==> src/rtl/factor_cycler_if.sv <==
// Switch-side inputs and display-side outputs of the factor sequencer.
// The master modport drives the number and freeze inputs; the slave modport is the sequencer itself.
interface factor_cycler_if #(
  parameter int WIDTH   = 8,
  parameter int MAX_DIV = 15
);
  localparam int DW = $clog2(MAX_DIV + 1);

  logic [WIDTH-1:0] number;
  logic             freeze;
  logic [DW-1:0]    digit;
  logic             new_factor;
  logic             is_prime;
  logic             prime_valid;
  logic             pass_done;

  modport master (
    output number, freeze,
    input  digit, new_factor, is_prime, prime_valid, pass_done
  );

  modport slave (
    input  number, freeze,
    output digit, new_factor, is_prime, prime_valid, pass_done
  );
endinterface

==> src/rtl/factor_cycler.sv <==
// Factor-display sequencer: walks divisors 1..MAX_DIV of the input number using a
// bit-serial remainder engine, holds each divisor DWELL cycles and flags primality per pass.
module factor_cycler #(
  parameter int WIDTH   = 8,
  parameter int MAX_DIV = 15,
  parameter int DWELL   = 10_000_000
) (
  input  logic            clk,
  input  logic            reset,
  factor_cycler_if.slave  bus
);
  localparam int DW    = $clog2(MAX_DIV + 1);
  localparam int CW    = DW + 1;
  localparam int BW    = (WIDTH > 1) ? $clog2(WIDTH) : 1;
  localparam int DCW   = (DWELL > 1) ? $clog2(DWELL) : 1;
  localparam int CMP_W = (WIDTH > CW) ? WIDTH : CW;

  typedef enum logic [1:0] {LOAD, ZERO, SHOW, TEST} state_e;

  state_e           state_q, state_d;
  logic [WIDTH-1:0] num_q, num_d;
  logic [DW-1:0]    digit_q, digit_d;
  logic             nf_q, nf_d, pd_q, pd_d;
  logic             ip_q, ip_d, pv_q, pv_d;
  logic             found_q, found_d;
  logic [DCW-1:0]   dwell_q, dwell_d;
  logic [CW-1:0]    cand_q, cand_d;
  logic [CW-1:0]    rem_q, rem_d;
  logic [BW-1:0]    bit_q, bit_d;

  logic             do_exit;
  logic [CW-1:0]    next_c;
  logic [CW-1:0]    step;

  // One restoring-division step; remainder always stays below the candidate.
  function automatic logic [CW-1:0] rem_step(input logic [CW-1:0] rem,
                                             input logic b,
                                             input logic [CW-1:0] c);
    logic [CW-1:0] r;
    r = {rem[CW-2:0], b};
    return (r >= c) ? (r - c) : r;
  endfunction

  function automatic logic can_test(input logic [CW-1:0] c, input logic [WIDTH-1:0] n);
    return (c <= CW'(MAX_DIV)) && (CMP_W'(c) <= CMP_W'(n));
  endfunction

  assign step = rem_step(rem_q, num_q[bit_q], cand_q);

  always_comb begin
    state_d = state_q;
    num_d   = num_q;
    digit_d = digit_q;
    nf_d    = 1'b0;
    pd_d    = 1'b0;
    ip_d    = ip_q;
    pv_d    = pv_q;
    found_d = found_q;
    dwell_d = dwell_q;
    cand_d  = cand_q;
    rem_d   = rem_q;
    bit_d   = bit_q;
    do_exit = 1'b0;
    next_c  = cand_q;

    case (state_q)
      LOAD: begin
        num_d   = bus.number;
        found_d = 1'b0;
        nf_d    = 1'b1;
        if (bus.number == '0) begin
          digit_d = '0;
          pv_d    = 1'b1;
          ip_d    = 1'b0;
          state_d = ZERO;
        end else begin
          digit_d = DW'(1);
          dwell_d = '0;
          cand_d  = CW'(2);
          state_d = SHOW;
        end
      end
      ZERO: ;
      SHOW: begin
        if (!bus.freeze) begin
          if (dwell_q == DCW'(DWELL - 1)) begin
            do_exit = 1'b1;
            next_c  = cand_q;
          end else begin
            dwell_d = dwell_q + 1'b1;
          end
        end
      end
      TEST: begin
        if (!bus.freeze) begin
          rem_d = step;
          if (bit_q == '0) begin
            if (step == '0) begin
              digit_d = cand_q[DW-1:0];
              nf_d    = 1'b1;
              dwell_d = '0;
              if (CMP_W'(cand_q) < CMP_W'(num_q)) found_d = 1'b1;
              cand_d  = cand_q + 1'b1;
              state_d = SHOW;
            end else begin
              do_exit = 1'b1;
              next_c  = cand_q + 1'b1;
            end
          end else begin
            bit_d = bit_q - 1'b1;
          end
        end
      end
      default: state_d = LOAD;
    endcase

    // Either start testing the next candidate or wrap the pass back to divisor 1.
    if (do_exit) begin
      if (can_test(next_c, num_q)) begin
        cand_d  = next_c;
        rem_d   = '0;
        bit_d   = BW'(WIDTH - 1);
        state_d = TEST;
      end else begin
        pd_d    = 1'b1;
        pv_d    = 1'b1;
        ip_d    = (num_q >= WIDTH'(2)) && !found_q;
        found_d = 1'b0;
        digit_d = DW'(1);
        nf_d    = 1'b1;
        dwell_d = '0;
        cand_d  = CW'(2);
        state_d = SHOW;
      end
    end

    // A new number overrides freeze and every other transition.
    if (state_q != LOAD && bus.number != num_q) begin
      state_d = LOAD;
      digit_d = digit_q;
      pv_d    = 1'b0;
      ip_d    = 1'b0;
      nf_d    = 1'b0;
      pd_d    = 1'b0;
    end
  end

  always_ff @(posedge clk) begin
    if (reset) begin
      state_q <= LOAD;
      num_q   <= '0;
      digit_q <= '0;
      nf_q    <= 1'b0;
      pd_q    <= 1'b0;
      ip_q    <= 1'b0;
      pv_q    <= 1'b0;
      found_q <= 1'b0;
      dwell_q <= '0;
      cand_q  <= '0;
      rem_q   <= '0;
      bit_q   <= '0;
    end else begin
      state_q <= state_d;
      num_q   <= num_d;
      digit_q <= digit_d;
      nf_q    <= nf_d;
      pd_q    <= pd_d;
      ip_q    <= ip_d;
      pv_q    <= pv_d;
      found_q <= found_d;
      dwell_q <= dwell_d;
      cand_q  <= cand_d;
      rem_q   <= rem_d;
      bit_q   <= bit_d;
    end
  end

  assign bus.digit       = digit_q;
  assign bus.new_factor  = nf_q;
  assign bus.pass_done   = pd_q;
  assign bus.is_prime    = ip_q;
  assign bus.prime_valid = pv_q;
endmodule
==> src/flat_wrapper.sv <==
// flat-port wrapper written by rule: the top's interface ports become plain ports
module factor_cycler_flat 
#(
  parameter int WIDTH   = 8,
  parameter int MAX_DIV = 15,
  parameter int DWELL   = 10_000_000
)
  (clk, reset, bus_number, bus_freeze, bus_digit, bus_new_factor, bus_is_prime, bus_prime_valid, bus_pass_done);
  factor_cycler_if #(.WIDTH(WIDTH), .MAX_DIV(MAX_DIV)) bus_i ();
  input  logic clk;
  input  logic reset;
  input wire logic [$bits(bus_i.number)-1:0] bus_number;
  input wire logic [$bits(bus_i.freeze)-1:0] bus_freeze;
  output wire logic [$bits(bus_i.digit)-1:0] bus_digit;
  output wire logic [$bits(bus_i.new_factor)-1:0] bus_new_factor;
  output wire logic [$bits(bus_i.is_prime)-1:0] bus_is_prime;
  output wire logic [$bits(bus_i.prime_valid)-1:0] bus_prime_valid;
  output wire logic [$bits(bus_i.pass_done)-1:0] bus_pass_done;
  assign bus_i.number = bus_number;
  assign bus_i.freeze = bus_freeze;
  assign bus_digit = bus_i.digit;
  assign bus_new_factor = bus_i.new_factor;
  assign bus_is_prime = bus_i.is_prime;
  assign bus_prime_valid = bus_i.prime_valid;
  assign bus_pass_done = bus_i.pass_done;
  factor_cycler #(.WIDTH(WIDTH), .MAX_DIV(MAX_DIV), .DWELL(DWELL)) u_core (.clk(clk), .reset(reset), .bus(bus_i));
endmodule
==> config.mk <==
export PLATFORM = sky130hd
export DESIGN_NAME = factor_cycler_flat
export DESIGN_NICKNAME = d
export VERILOG_FILES = /design/src/rtl/factor_cycler_if.sv /design/src/rtl/factor_cycler.sv /design/src/flat_wrapper.sv
export SDC_FILE = /design/constraint.sdc
export NUM_CORES = 1
export LEC_CHECK = 0
export ABC_AREA = 1
export CAP_MARGIN = 20
export CELL_PAD_IN_SITES_DETAIL_PLACEMENT = 0
export CELL_PAD_IN_SITES_GLOBAL_PLACEMENT = 1
export CORE_ASPECT_RATIO = 0.9
export CORE_MARGIN = 1
export CORE_UTILIZATION = 47
export DETAILED_ROUTE_END_ITERATION = 10
export PLACE_DENSITY = 0.87
export SYNTH_ARGS = -nofsm -noshare
export SYNTH_HDL_FRONTEND = slang
export SYNTH_SLANG_ARGS = --single-unit
==> constraint.sdc <==
create_clock -name clk -period 9.8 [get_ports clk]
set_input_delay 1.96 -clock clk [delete_from_list [all_inputs] [get_ports clk]]
set_output_delay 1.96 -clock clk [all_outputs]
set_load 0.02 [all_outputs]
==> out/results.md, run 1 <==
Global route
- **initial antenna violation count** 0
- **GRT Resource Usage Total** 0.258
- **wire length of the first global-routing pass** 20300 µm
- **total congestion overflow after global routing** 0
- **vias in the first global route** 4140
- **maximum number of pins on one net before global-route repair** 26

Floorplan
- **full die area** 9780 µm²
- **initial core utilization** 0.483
- **Row Count** 33
- **x dimension of the die** 104 µm
- **Top Ports** 19
- **area inside the core boundary** 9130 µm²
- **Chip Height** 93.9 µm

Critical path
- **Critical Path Fanout Max** 25
- **WP data required** 9.99 ns
- **Critical Path Slowest Stage Cell** clkdlybuf4s50_1
- **peak per-stage delay on the critical path** 0.54 ns
- **register-to-register setup slack** 5.37 ns
- **crit path cell chain** clkdlybuf4s50_1, nor2_2, inv_1, nor2_1, nand2_2, o21ai_0, inv_1, ha_1, nand2_1, o21ai_0, o2111ai_1, nand3_2, nand2_2, nand2_4, nor2_1
- **type of the worst setup path** primary input to register
- **critical path launch point type** primary input
- **Data arrival, critical path** 5.33 ns
- **Worst setup EP type** register

Logic synthesis
- **most frequently used cell type in the post-synthesis netlist** nand2_1
- **net count of the mapped netlist** 731
- **most numerous cell types in the synthesized netlist** nand2_1, inv_1, nor2_1, nand3_1, dfxtp_1
- **number of warnings reported in the yosys synthesis log** 0
- **number of flip-flops and latches in the synthesized netlist** 55
- **number of flops mapped to enable cells by yosys** 0
- **most used flip-flop cell after synthesis** dfxtp_1
- **post-synth top area share** 0.250
- **Post-Synthesis Cell Area** 4410 µm²
- **synthesized instance count** 697
- **Syn Area/Cell** 6.33 µm²
- **sequential element share of the synthesized area** 0.250
- **count of different cell masters after synthesis** 38
- **cell taking the most area after synthesis** dfxtp_1
- **share of synthesized registers carrying an async set or reset** 0
- **dominant cells by area after synthesis** dfxtp_1, nand2_1, inv_1

Routing
- **mean routed wirelength per cell** 14.6 µm
- **violation count after the first detailed-routing iteration** 294
- **DRT Pass-1 Iters** 5
- **total wire length after detailed routing** 12000 µm
- **routed vias/inst** 5.44
- **DRC violations left** 0
- **routed vias** 4480
- **number of routed nets with antenna violations** 0

Timing
- **skew final** 0.00705 ns
- **Slew Viols, Final** 0
- **top achievable clock speed** 195 MHz
- **Max-slew headroom** 0.423
- **number of failing hold endpoints at the final stage** 0
- **unrepaired setup endpoints after global routing** no
- **final critical path time including I/O delays and setup** 5.14 ns
- **part of the cycle the worst path needs** 0.524
- **number of endpoints failing setup at the final stage** 0
- **actual slew at the worst max-slew pin** 0.865 ns
- **post-route setup TNS** 0 ns

Place
- **number of placed instances with taps included** 816
- **Port-buffer cells** 18
- **global placer's final weighted congestion** 0.908
- **estimated wirelength of the detail-placed design** 9030 µm

Clock tree
- **clock tree from TritonCTS** yes
- **clock latency of the later-clocked register in the worst-skew pair** 0.31 ns
- **number of buffers created by CTS** 5
- **clock slew at the register clock pins of the worst setup and hold paths** 0.11 ns
- **number of gates resized after cts** 0
- **root buffer cell** clkbuf_8
- **number of sinks on the clock net** 55
- **number of hold-repair buffers added at the cts stage** 0
- **number of levels the H-tree was split into** 2
- **Max clock buf depth** 2
- **buffer count from post-CTS setup fixing** 0

Cells and area
- **count of fill cells added during filler insertion** 934
- **post-route insts no fill** 824
- **antenna diode instance count** 0
- **fraction of final layout cells with drive strength greater than 1** 0.0655
- **area delta synth->final** 7.60%
- **net count reported at finish** 735

Power
- **part of the power in the clock network** 0.161
- **internal power** 0.519 mW
- **power density normalized to cell area** 212 nW/µm²
- **Switching Power** 0.487 mW
- **switching power as a share of total power** 0.484
- **static leakage** 1.99 nW
- **share of power burned in registers** 0.295
- **Logic pwr share** 0.545
- **highest ir drop seen on vdd** 111 µV

Run
- **count of maximum capacitance violations** 0

Min path
- **worst hold-check path type** register to register

Outcome
- **status** complete, no violations

## worst paths after layout
kind	startpoint	endpoint	cells past startpoint
min reg2reg	u_core.dwell_q[5]	u_core.dwell_q[5]	2
min	u_core.dwell_q[5]	u_core.dwell_q[5]	2
max reg2reg	u_core.bit_q[0]	u_core.dwell_q[6]	29
max	bus_freeze	u_core.dwell_q[6]	15
## worst max-delay path: cells and delay by family
kind                       cells  cell delay, ns
buffers and inverters          3            0.75
adders and majority gates      1            0.28
and+or+nand+nor                8            1.62
AOI/OAI and AO/OA              3            0.71
## sequential cells by signal (all words and copies together) (netlist names)
register and flops:
u_core.cand_q 5, u_core.bit_q 3, u_core.num_q 8, u_core.bus.digit 4
u_core.bus.new_factor 1, u_core.bus.prime_valid 1, u_core.found_q 1, u_core.bus.is_prime 1
u_core.rem_q 4, u_core.state_q 2, u_core.bus.pass_done 1, u_core.dwell_q 24
## area by class of cell
| class | instances | area, µm² | area share |
|---|---|---|---|
| timing repair buffer | 19 | 188 | 0.0395 |
| inverter | 95 | 357 | 0.0751 |
| multi-input combinational | 525 | 2830 | 0.596 |
| clock buffer | 6 | 82.6 | 0.0174 |
| sequential | 55 | 1100 | 0.232 |
| tap | 122 | 153 | 0.0322 |
| clock inverter | 2 | 35.0 | 0.00738 |
## per-stage QoR
step           hold WS [ns]   util  total power [mW]  worst slack [ns]  area [µm²]
2_1_floorplan         0.458      -             0.717              5.44        4410
3_3_place_gp          0.468  0.507             0.832              4.51        4630
3_5_place_dp          0.473  0.507             0.843              4.36        4630
4_1_cts               0.491  0.520              1.01              4.67        4750
5_1_grt               0.505  0.520              1.10              4.33        4750
6_report              0.491  0.520              1.01              4.66        4750
## layout by cell type, fill, tap and decap left out, types with 2 or more instances in the layout
master / netlist / routed
inv_2: 3 / 3
a22oi_1: 10 / 10
nor2_2: 5 / 5
nand3b_1: 2 / 2
xnor2_1: 6 / 6
nand4_1: 11 / 11
o21ai_0: 48 / 48
nand3_1: 68 / 68
nor3_1: 17 / 17
a21oi_1: 38 / 38
inv_1: 91 / 91
nand2_4: 6 / 6
nor4_1: 7 / 7
a21oi_2: 8 / 8
nand3_4: 3 / 3
nor2_1: 71 / 71
nand2_2: 5 / 5
or2_2: 2 / 2
o31ai_1: 2 / 2
dfxtp_1: 55 / 55
clkbuf_8: 0 / 6
o211ai_1: 10 / 10
o2111ai_1: 2 / 2
xor2_1: 12 / 12
clkdlybuf4s50_1: 0 / 18
ha_1: 22 / 22
nand2_1: 160 / 160
nand3_2: 2 / 2
## power by group through the flow
stage | Combinational, mW | Sequential, mW | Clock, mW
after floorplan | 0.427 | 0.290 | 0
after global placement | 0.532 | 0.300 | 0
after detailed placement | 0.542 | 0.301 | 0
after CTS | 0.544 | 0.295 | 0.166
after global routing | 0.622 | 0.302 | 0.176
final | 0.548 | 0.296 | 0.162
## layer usage
metal,up-vias,track usage,wire (µm)
li1,2300,-,-
met1,2045,0.387,6400
met2,124,0.378,4850
met3,11,0.0458,673
met4,0,0.0571,90
met5,-,0,0
## cell families after synthesis
kind of cell | synth area share
simple gates | 0.376
compound gates | 0.160
buf+inv | 0.109
flops | 0.250
fa+ha+maj | 0.0669
xor+xnor | 0.0357
mux | 0.00255
Note: power is estimated with default switching activity, not from simulation.
==> run 2: changes to the inputs <==
- CORE_UTILIZATION: 47 -> 40
- PLACE_DENSITY: 0.87 -> 0.79
- clock period: 9.8 -> 4.4 ns (I/O delays scaled with it)
==> out/results.md, run 2 (synthesized netlist as in run 1, its figures left out) <==
Place
- **Port-buffer cells** 18
- **placed cell area** 4710 µm²
- **global placer's final weighted congestion** 0.884
- **number of placed instances with taps included** 832
- **estimated wirelength of the detail-placed design** 9710 µm

Critical path
- **critical register-to-register path startpoint** u_core.num_q[7]
- **peak per-stage delay on the critical path** 0.42 ns
- **critical path launch point type** register
- **register-to-register setup slack** 0.31 ns
- **Data arrival, critical path** 4.27 ns
- **Critical Path Slowest Stage Cell** dfxtp_1
- **type of the worst setup path** register to register
- **Critical Path Fanout Max** 12
- **cell family contributing the most delay on the critical path** simple AND/OR/NAND/NOR gates
- **Crit path buffers/inverters** 5
- **R2R depth** 29
- **WP data required** 4.59 ns
- **capture point of the worst reg-to-reg path** u_core.bus.digit[0]
- **most frequent cell on the critical path** nand2_1
- **Worst setup EP type** register

Clock tree
- **clock latency of the later-clocked register in the worst-skew pair** 0.30 ns
- **number of buffers created by CTS** 5
- **number of sinks on the clock net** 55
- **number of levels the H-tree was split into** 2
- **clock slew at the register clock pins of the worst setup and hold paths** 0.07 ns
- **Max clock buf depth** 2
- **number of hold-repair buffers added at the cts stage** 0
- **root buffer cell** clkbuf_16
- **clock tree from TritonCTS** yes

Global route
- **GRT Resource Usage Total** 0.239
- **initial antenna violation count** 0
- **vias in the first global route** 4155
- **total congestion overflow after global routing** 0
- **maximum number of pins on one net before global-route repair** 26
- **wire length of the first global-routing pass** 21500 µm

Cells and area
- **most used cells in the layout excluding fill and tap cells** nand2_1, inv_1, nor2_1
- **Top Registers** u_core.dwell_q (24), u_core.num_q (8), u_core.cand_q (5)
- **largest register by flop count** u_core.dwell_q
- **count of fill cells added during filler insertion** 1072
- **area delta synth->final** 11.7%
- **Post-Route Utilization** 0.471
- **net count reported at finish** 748
- **antenna diode instance count** 0
- **number of flip-flops in the largest register** 24
- **fraction of final layout cells with drive strength greater than 1** 0.0868
- **finished layout cell area** 4930 µm²
- **leading cell type in the layout, fill and taps excluded** nand2_1
- **post-route insts no fill** 843

Min path
- **Worst Hold Path Cells** 2
- **launch point of the worst hold path** u_core.dwell_q[5]
- **worst hold-check path type** register to register
- **Worst Hold Path EP** u_core.dwell_q[5]

Timing
- **Slew Viols, Final** 0
- **final worst hold slack** 0.485 ns
- **unrepaired setup endpoints after global routing** no
- **skew final** 0.00426 ns
- **top achievable clock speed** 245 MHz
- **Max-slew headroom** 0.394
- **final critical path time including I/O delays and setup** 4.09 ns
- **number of endpoints failing setup at the final stage** 0
- **actual slew at the worst max-slew pin** 0.908 ns
- **post-route setup TNS** 0 ns
- **part of the cycle the worst path needs** 0.929
- **number of failing hold endpoints at the final stage** 0

Routing
- **total wire length after detailed routing** 13300 µm
- **DRC violations left** 0
- **routed vias** 4607
- **DRT Pass-1 Iters** 5
- **violation count after the first detailed-routing iteration** 319
- **number of routed nets with antenna violations** 0
- **routed vias/inst** 5.47
- **mean routed wirelength per cell** 15.8 µm

Run
- **count of maximum capacitance violations** 0

Power
- **highest ir drop seen on vdd** 179 µV
- **static leakage** 2.09 nW
- **power density normalized to cell area** 485 nW/µm²

Outcome
- **status** complete, no violations

Floorplan
- **area inside the core boundary** 10500 µm²
- **Row Count** 35
- **full die area** 11500 µm²
- **Top Ports** 19
- **initial core utilization** 0.422
- **Chip Height** 102 µm
- **x dimension of the die** 113 µm

-- run 2: timing repair --
action | 4_1_cts | 5_1_grt
endpoints found under the setup margin | 0 | 39
buffers inserted | 0 | 3
resized for setup | 0 | 8
-- run 2: area by class of cell --
cell class,count,area [µm²],share of cell area
timing repair buffer,31,278,0.0564
inverter,95,357,0.0724
tap,129,161,0.0327
sequential,55,1100,0.224
clock inverter,1,5.00,0.00102
clock buffer,6,139,0.0282
multi-input combinational,526,2890,0.586
-- run 2: worst max-delay path by stage --
| stage | end | from | cells after the start | slack (ns) |
|---|---|---|---|---|
| 3_5_place_dp | u_core.dwell_q[20] | u_core.bit_q[0] | 29 | 0.06 |
| 6_report | u_core.bus.digit[0] | u_core.num_q[7] | 29 | 0.31 |
| 4_1_cts | u_core.dwell_q[11] | u_core.bit_q[0] | 29 | 0.03 |
| 2_1_floorplan | u_core.dwell_q[1] | u_core.bit_q[0] | 31 | 0.62 |
| 5_1_grt | u_core.bus.digit[0] | u_core.num_q[2] | 30 | 0.004 |
| 3_3_place_gp | u_core.dwell_q[3] | u_core.bit_q[0] | 28 | 0.20 |
-- run 2: through the flow --
step	setup slack, ns	power, mW
5_1_grt	0.00393	2.60
4_1_cts	0.0314	2.35
2_1_floorplan	0.625	1.60
3_5_place_dp	0.0616	1.92
6_report	0.312	2.39
3_3_place_gp	0.196	1.91
-- run 2: report_power, final --
| group | internal [mW] | switching [mW] | total [mW] |
|---|---|---|---|
| registers | 0.570 | 0.0801 | 0.650 |
| logic | 0.441 | 0.878 | 1.32 |
| clock network | 0.224 | 0.196 | 0.419 |
| total | 1.23 | 1.15 | 2.39 |
-- run 2: worst register-to-register path, delay by kind of cell, from the launching register on --
family          cells  cell delay, ns
compound gates      3            0.41
simple gates       18            1.83
flops               1            0.42
buf+inv             5            0.45
fa+ha+maj           3            0.88
-- run 2: routing by layer --
layer  share of wire  vias to the layer above  GRT usage  wire length, µm
met3           0.096                       11     0.0503             1270
met4           0.011                        0     0.0492              148
met5               0                        -          0                0
met2            0.39                      153      0.340             5160
met1            0.51                     2120      0.365             6750
li1                -                     2323          -                -
